===== config.mk =====
export PLATFORM = sky130hd
export DESIGN_NAME = id_ex_stage
export DESIGN_NICKNAME = d
export VERILOG_FILES = /design/src/rtl/id_ex_stage.sv
export SDC_FILE = /design/constraint.sdc
export NUM_CORES = 1
export LEC_CHECK = 0
export ABC_CLOCK_PERIOD_IN_PS = 2500
export BUFFER_PORTS_ARGS = -buffer_cell sky130_fd_sc_hd__buf_2
export CAP_MARGIN = 20
export CORE_ASPECT_RATIO = 1.75
export CORE_MARGIN = 2
export CORE_UTILIZATION = 30
export CTS_BUF_LIST = sky130_fd_sc_hd__clkbuf_4 sky130_fd_sc_hd__clkbuf_8
export CTS_CLUSTER_DIAMETER = 60
export CTS_CLUSTER_SIZE = 25
export DETAILED_ROUTE_END_ITERATION = 10
export SLEW_MARGIN = 10
export SYNTH_ARGS = -nofsm -noshare
export SYNTH_HDL_FRONTEND = slang
export SYNTH_SLANG_ARGS = --single-unit

===== constraint.sdc =====
create_clock -name clk -period 2.5 [get_ports clk]
set_input_delay 0.375 -clock clk [delete_from_list [all_inputs] [get_ports clk]]
set_output_delay 0.375 -clock clk [all_outputs]
set_load 0.05 [all_outputs]

===== src/rtl/id_ex_stage.sv =====
// id_ex_stage: elastic ID/EX pipeline register with a two-entry skid buffer.
// Main entry M drives the execute side; skid entry S absorbs one beat while
// execute back-pressures. When M is empty the stage presents a NOP bubble.
// All state updates on the falling edge of clk.
// Optional feature: define ID_EX_PERF_EN to build the stall/bubble counters;
// without it the counter ports are tied to zero.
module id_ex_stage #(
   parameter int                DATA_W = 32,
   parameter int                REG_W  = 5,
   parameter int                OP_W   = 5,
   parameter logic [OP_W-1:0]   NOP_OP = {OP_W{1'b1}},
   parameter int                CNT_W  = 16
) (
   input  logic                clk,
   input  logic                Reset,
   input  logic                Flush,
   input  logic                in_valid,
   output logic                in_ready,
   input  logic [OP_W-1:0]     in_opcode,
   input  logic                in_bsel,
   input  logic [REG_W-1:0]    in_rd,
   input  logic [DATA_W-1:0]   in_rvalue1,
   input  logic [DATA_W-1:0]   in_rvalue2,
   input  logic [DATA_W-1:0]   in_imm,
   input  logic                in_memrd,
   input  logic                in_memwr,
   input  logic                in_regwrite,
   output logic                out_valid,
   input  logic                out_ready,
   output logic [OP_W-1:0]     out_opcode,
   output logic                out_bsel,
   output logic [REG_W-1:0]    out_rd,
   output logic [DATA_W-1:0]   out_rvalue1,
   output logic [DATA_W-1:0]   out_rvalue2,
   output logic [DATA_W-1:0]   out_imm,
   output logic                out_memrd,
   output logic                out_memwr,
   output logic                out_regwrite,
   output logic [CNT_W-1:0]    stall_cnt,
   output logic [CNT_W-1:0]    bubble_cnt
);

   typedef struct packed {
      logic [OP_W-1:0]   opcode;
      logic              bsel;
      logic [REG_W-1:0]  rd;
      logic [DATA_W-1:0] rvalue1;
      logic [DATA_W-1:0] rvalue2;
      logic [DATA_W-1:0] imm;
      logic              memrd;
      logic              memwr;
      logic              regwrite;
   } entry_t;

   // Contents M takes on reset: NOP opcode, everything else zero.
   function automatic entry_t reset_entry();
      entry_t e;
      e        = '0;
      e.opcode = NOP_OP;
      return e;
   endfunction

   entry_t m_r;
   entry_t s_r;
   logic   m_valid_r;
   logic   s_valid_r;
   entry_t in_entry_s;
   logic   accept_s;
   logic   issue_s;

   assign in_entry_s = '{opcode:   in_opcode,
                         bsel:     in_bsel,
                         rd:       in_rd,
                         rvalue1:  in_rvalue1,
                         rvalue2:  in_rvalue2,
                         imm:      in_imm,
                         memrd:    in_memrd,
                         memwr:    in_memwr,
                         regwrite: in_regwrite};

   // in_ready depends only on held state and Reset, never on out_ready.
   assign in_ready = ~s_valid_r & ~Reset;
   assign accept_s = in_valid & in_ready;
   assign issue_s  = m_valid_r & out_ready;

   // Entry movement: reset, then flush, then FIFO advance of S->M or input->M/S.
   always_ff @(negedge clk) begin
      if (Reset) begin
         m_valid_r <= 1'b0;
         s_valid_r <= 1'b0;
         m_r       <= reset_entry();
         s_r       <= reset_entry();
      end else if (Flush) begin
         m_valid_r <= 1'b0;
         s_valid_r <= 1'b0;
      end else if (!m_valid_r || issue_s) begin
         if (s_valid_r) begin
            m_r       <= s_r;
            m_valid_r <= 1'b1;
            s_valid_r <= 1'b0;
         end else if (accept_s) begin
            m_r       <= in_entry_s;
            m_valid_r <= 1'b1;
         end else begin
            m_valid_r <= 1'b0;
         end
      end else if (accept_s) begin
         s_r       <= in_entry_s;
         s_valid_r <= 1'b1;
      end else begin
         s_valid_r <= s_valid_r;
      end
   end

   // Execute-side view; side effects and opcode are masked while M is empty.
   assign out_valid    = m_valid_r;
   assign out_opcode   = m_valid_r ? m_r.opcode : NOP_OP;
   assign out_bsel     = m_r.bsel;
   assign out_rd       = m_r.rd;
   assign out_rvalue1  = m_r.rvalue1;
   assign out_rvalue2  = m_r.rvalue2;
   assign out_imm      = m_r.imm;
   assign out_memrd    = m_valid_r & m_r.memrd;
   assign out_memwr    = m_valid_r & m_r.memwr;
   assign out_regwrite = m_valid_r & m_r.regwrite;

`ifdef ID_EX_PERF_EN
   localparam logic [CNT_W-1:0] CNT_ONE = {{(CNT_W-1){1'b0}}, 1'b1};

   logic [CNT_W-1:0] stall_cnt_r;
   logic [CNT_W-1:0] bubble_cnt_r;

   // Saturating stall/bubble counters; only Reset clears them.
   always_ff @(negedge clk) begin
      if (Reset) begin
         stall_cnt_r  <= {CNT_W{1'b0}};
         bubble_cnt_r <= {CNT_W{1'b0}};
      end else begin
         if (m_valid_r && !out_ready && !(&stall_cnt_r)) begin
            stall_cnt_r <= stall_cnt_r + CNT_ONE;
         end else begin
            stall_cnt_r <= stall_cnt_r;
         end
         if (!m_valid_r && out_ready && !(&bubble_cnt_r)) begin
            bubble_cnt_r <= bubble_cnt_r + CNT_ONE;
         end else begin
            bubble_cnt_r <= bubble_cnt_r;
         end
      end
   end

   assign stall_cnt  = stall_cnt_r;
   assign bubble_cnt = bubble_cnt_r;
`else
   assign stall_cnt  = {CNT_W{1'b0}};
   assign bubble_cnt = {CNT_W{1'b0}};
`endif

endmodule

After elaboration in Yosys (flattened, before gate mapping)
Cells that the tools add are included.
{"block": "word_totals", "input_bits": 115, "out_inout_bits": 144, "regBits": 222, "wordCells": 42}
{"block": "op_classes", "n_reduce_logical": 7, "muxes": 5, "n_bitwise": 10}
{"op": "$mux W110", "n": 2}
{"op": "$and A1 B1 Y1", "n": 6}
{"op": "$reduce_and A3 Y1", "n": 2}
{"op": "$mux W5", "n": 1}
{"op": "$not A1 Y1", "n": 4}
{"op": "$reduce_or A3 Y1", "n": 1}
{"op": "$mux W1", "n": 2}
{"op": "$reduce_bool A2 Y1", "n": 1}
{"op": "$reduce_or A2 Y1", "n": 1}
{"op": "$logic_not A1 Y1", "n": 1}
{"op": "$logic_or A1 B1 Y1", "n": 1}

Depth between registers and ports, before layout
{"block": "logic_depth", "depth_word": 5, "mapped_depth": 6, "depth_no_buf": 3}

==> results.tsv <==
metric	value	unit
outcome	finished, violations left	
failed_checks	setup timing	
design.core.area	36890	um2
clkTransAtPathRegs	40	ps
hold_depth	2	
synth-edff-count	0	
ys_seq_area_share	39.49	%
die_y	260.2	um
firstDrtPassIters	5	
dieWidth	150.4	um
track_usage	15.39	%
worst_slack	-470.6	ps
cp_max_fo	7	
clockRootBuffer	clkbuf_8	
synth_cells	1258	
tightestPinTransition	960.0	ps
wl_per_cell	15.11	um
arrival	2600	ps
hpwl	19.39	mm
dp_slack	-539.2	ps
setup_violations	112	
hold_viol	0	
reg2regPathDepth	6	
rows	93	
h-tree-depth	1	
antenna_found_initial	10	
clk_latency	610	ps
vias	9653	
cp-start-kind	flip-flop	
vdd_ir_drop_max	0.5740	mV
vias_per_cell	4.709	
layout.cells.non_filler	2050	
nets	1673	
cp-end-kind	output port	
finClkSkew	61.02	ps
cts_made_buffers	17	
drive_above_1_share	33.72	%
reg2reg_slack	240	ps
rsz0062_at_grt	true	
clock_path_buffers	3	
grt_remaining_overflow	0	
synth_ff_type	dfxtp_1	
cts_tree	yes	
leakage	6.618	nW
hold_path_class	reg -> reg	
die-area	39140	um2
yosysMostFrequentCell	dfxtp_1	
ant_nets	0	
synth_async_sr_flop_share	0	%
slew-limit-headroom	36.00	%
placed_cells	1791	
slew_violations	0	
grt_pass1_vias	10280	
drt_drc_violations_left	0	
portBuffers	226	
start_util	30.51	%
area_growth	31.78	%
syn-cell-area	11250	um2
cp.required	2120	ps
syn_area_per_cell	8.945	um2
cellPowerDensity	571.0	nW/um2
ios	259	
grt_max_degree	120	
synth_top_cell_by_area	dfxtp_1	
synthTopCellsByCount	222 x dfxtp_1, 142 x buf_4, 118 x nor2_1	
ys_ff_latch	222	
gp_congestion	0.7554	
critPathKind	reg -> out	
yosys-top-cells-area	dfxtp_1 39%, mux2_2 11%, mux2i_1 9.8%, buf_4 9.5%, nor2b_1 6.2%	
cts_num_sinks	222	
grt_pass1_wl	48.89	mm
cap_violations	0	
drt_iter0_markers	497	
ys_types	24	
yosysTopAreaCellShare	39.49	%
synth_warnings	0	
fillers	3606	
finalWirelength	30.98	mm
## state kept, by name, summed over array words and instances, names as in the netlist
signal / count
out_rvalue2: 32
out_rvalue1: 32
m_r: 8
out_imm: 32
s_r: 110
s_valid_r: 1
out_valid: 1
out_bsel: 1
out_rd: 5
## area by class of cell
type	instances	area, um2	share of cell area, %
Timing Repair Buffer	272	2856	19.26
Antenna cell	9	22.52	0.1519
Multi-Input combinational cell	822	5540	37.36
Tap cell	475	594.3	4.008
Clock inverter	232	988.4	6.666
Inverter	1	3.754	0.02531
Sequential cell	222	4589	30.95
Clock buffer	17	234.0	1.578
## cell usage in the layout (no fill, tap or decap), types with 13 or more instances in the layout
| master | instances |
|---|---|
| a21oi_1 | 110 |
| buf_12 | 24 |
| buf_2 | 114 |
| buf_4 | 21 |
| buf_6 | 13 |
| buf_8 | 100 |
| clkbuf_8 | 17 |
| conb_1 | 32 |
| dfxtp_1 | 118 |
| dfxtp_2 | 98 |
| inv_1 | 223 |
| mux2_2 | 72 |
| mux2_4 | 33 |
| mux2i_1 | 110 |
| nand3_1 | 105 |
| nor2_1 | 117 |
| nor2b_1 | 111 |
| o21ai_0 | 105 |
## report_power, final
| group | leakage [nW] | total (mW) | switching, mW | internal, mW |
|---|---|---|---|---|
| registers | 1.85 | 3.70 | 0.0642 | 3.63 |
| clock network | 1.37 | 3.60 | 2.38 | 1.23 |
| logic | 3.40 | 1.17 | 0.705 | 0.464 |
## path summary, 6_finish.rpt
check | to | start
worst min register to register | s_r[37] | s_r[37]
worst max register to register | out_imm[22] | s_valid_r
worst min-delay path | s_r[37] | s_r[37]
worst max-delay path | out_opcode[3] | out_valid
## per-layer routing
| metal | track usage, % | up-vias | part of all wire (%) |
|---|---|---|---|
| li1 | - | 4710 | - |
| met1 | 15.19 | 4612 | 38 |
| met2 | 26.92 | 273 | 53 |
| met3 | 5.649 | 54 | 6.0 |
| met4 | 9.644 | 4 | 2.8 |
| met5 | 0 | - | 0.074 |
## kinds of logic after synthesis
family | Yosys count | synth area share, %
buf+inv | 245 | 14.04
mux | 215 | 20.29
flops | 222 | 39.49
simple gates | 353 | 16.11
other cells | 1 | 0.03332
compound gates | 222 | 10.03
## critical path: stages, from the launching register on
cell and delay [ps]:
dfxtp_4 410, buf_12 140, nand2b_2 60, buf_6 150
## what timing repair did
item                       CTS  global route
setup endpoints to repair  112           113
pin swaps                    1             0
setup buffers                1             1
hold endpoints to repair     0             0
gates resized for setup    411            17
hold buffers                 0             0
## stage by stage
| step | area [um2] | util, % | hold slack, ps | TNS [ps] | total power, mW |
|---|---|---|---|---|---|
| final | 14830 | 40.20 | 469.6 | -25960 | 8.468 |
| after global routing | 14830 | 40.20 | 489.1 | -32520 | 9.132 |
| after CTS | 14740 | 39.95 | 471.2 | -30960 | 8.685 |
| after detailed placement | 12370 | 33.52 | 465.7 | -100390 | 5.322 |
| after global placement | 12370 | 33.52 | 459.3 | -100550 | 5.311 |
| after floorplan | 11620 | - | 453.5 | -56080 | 5.098 |
Power figures use the tool's default switching activity.
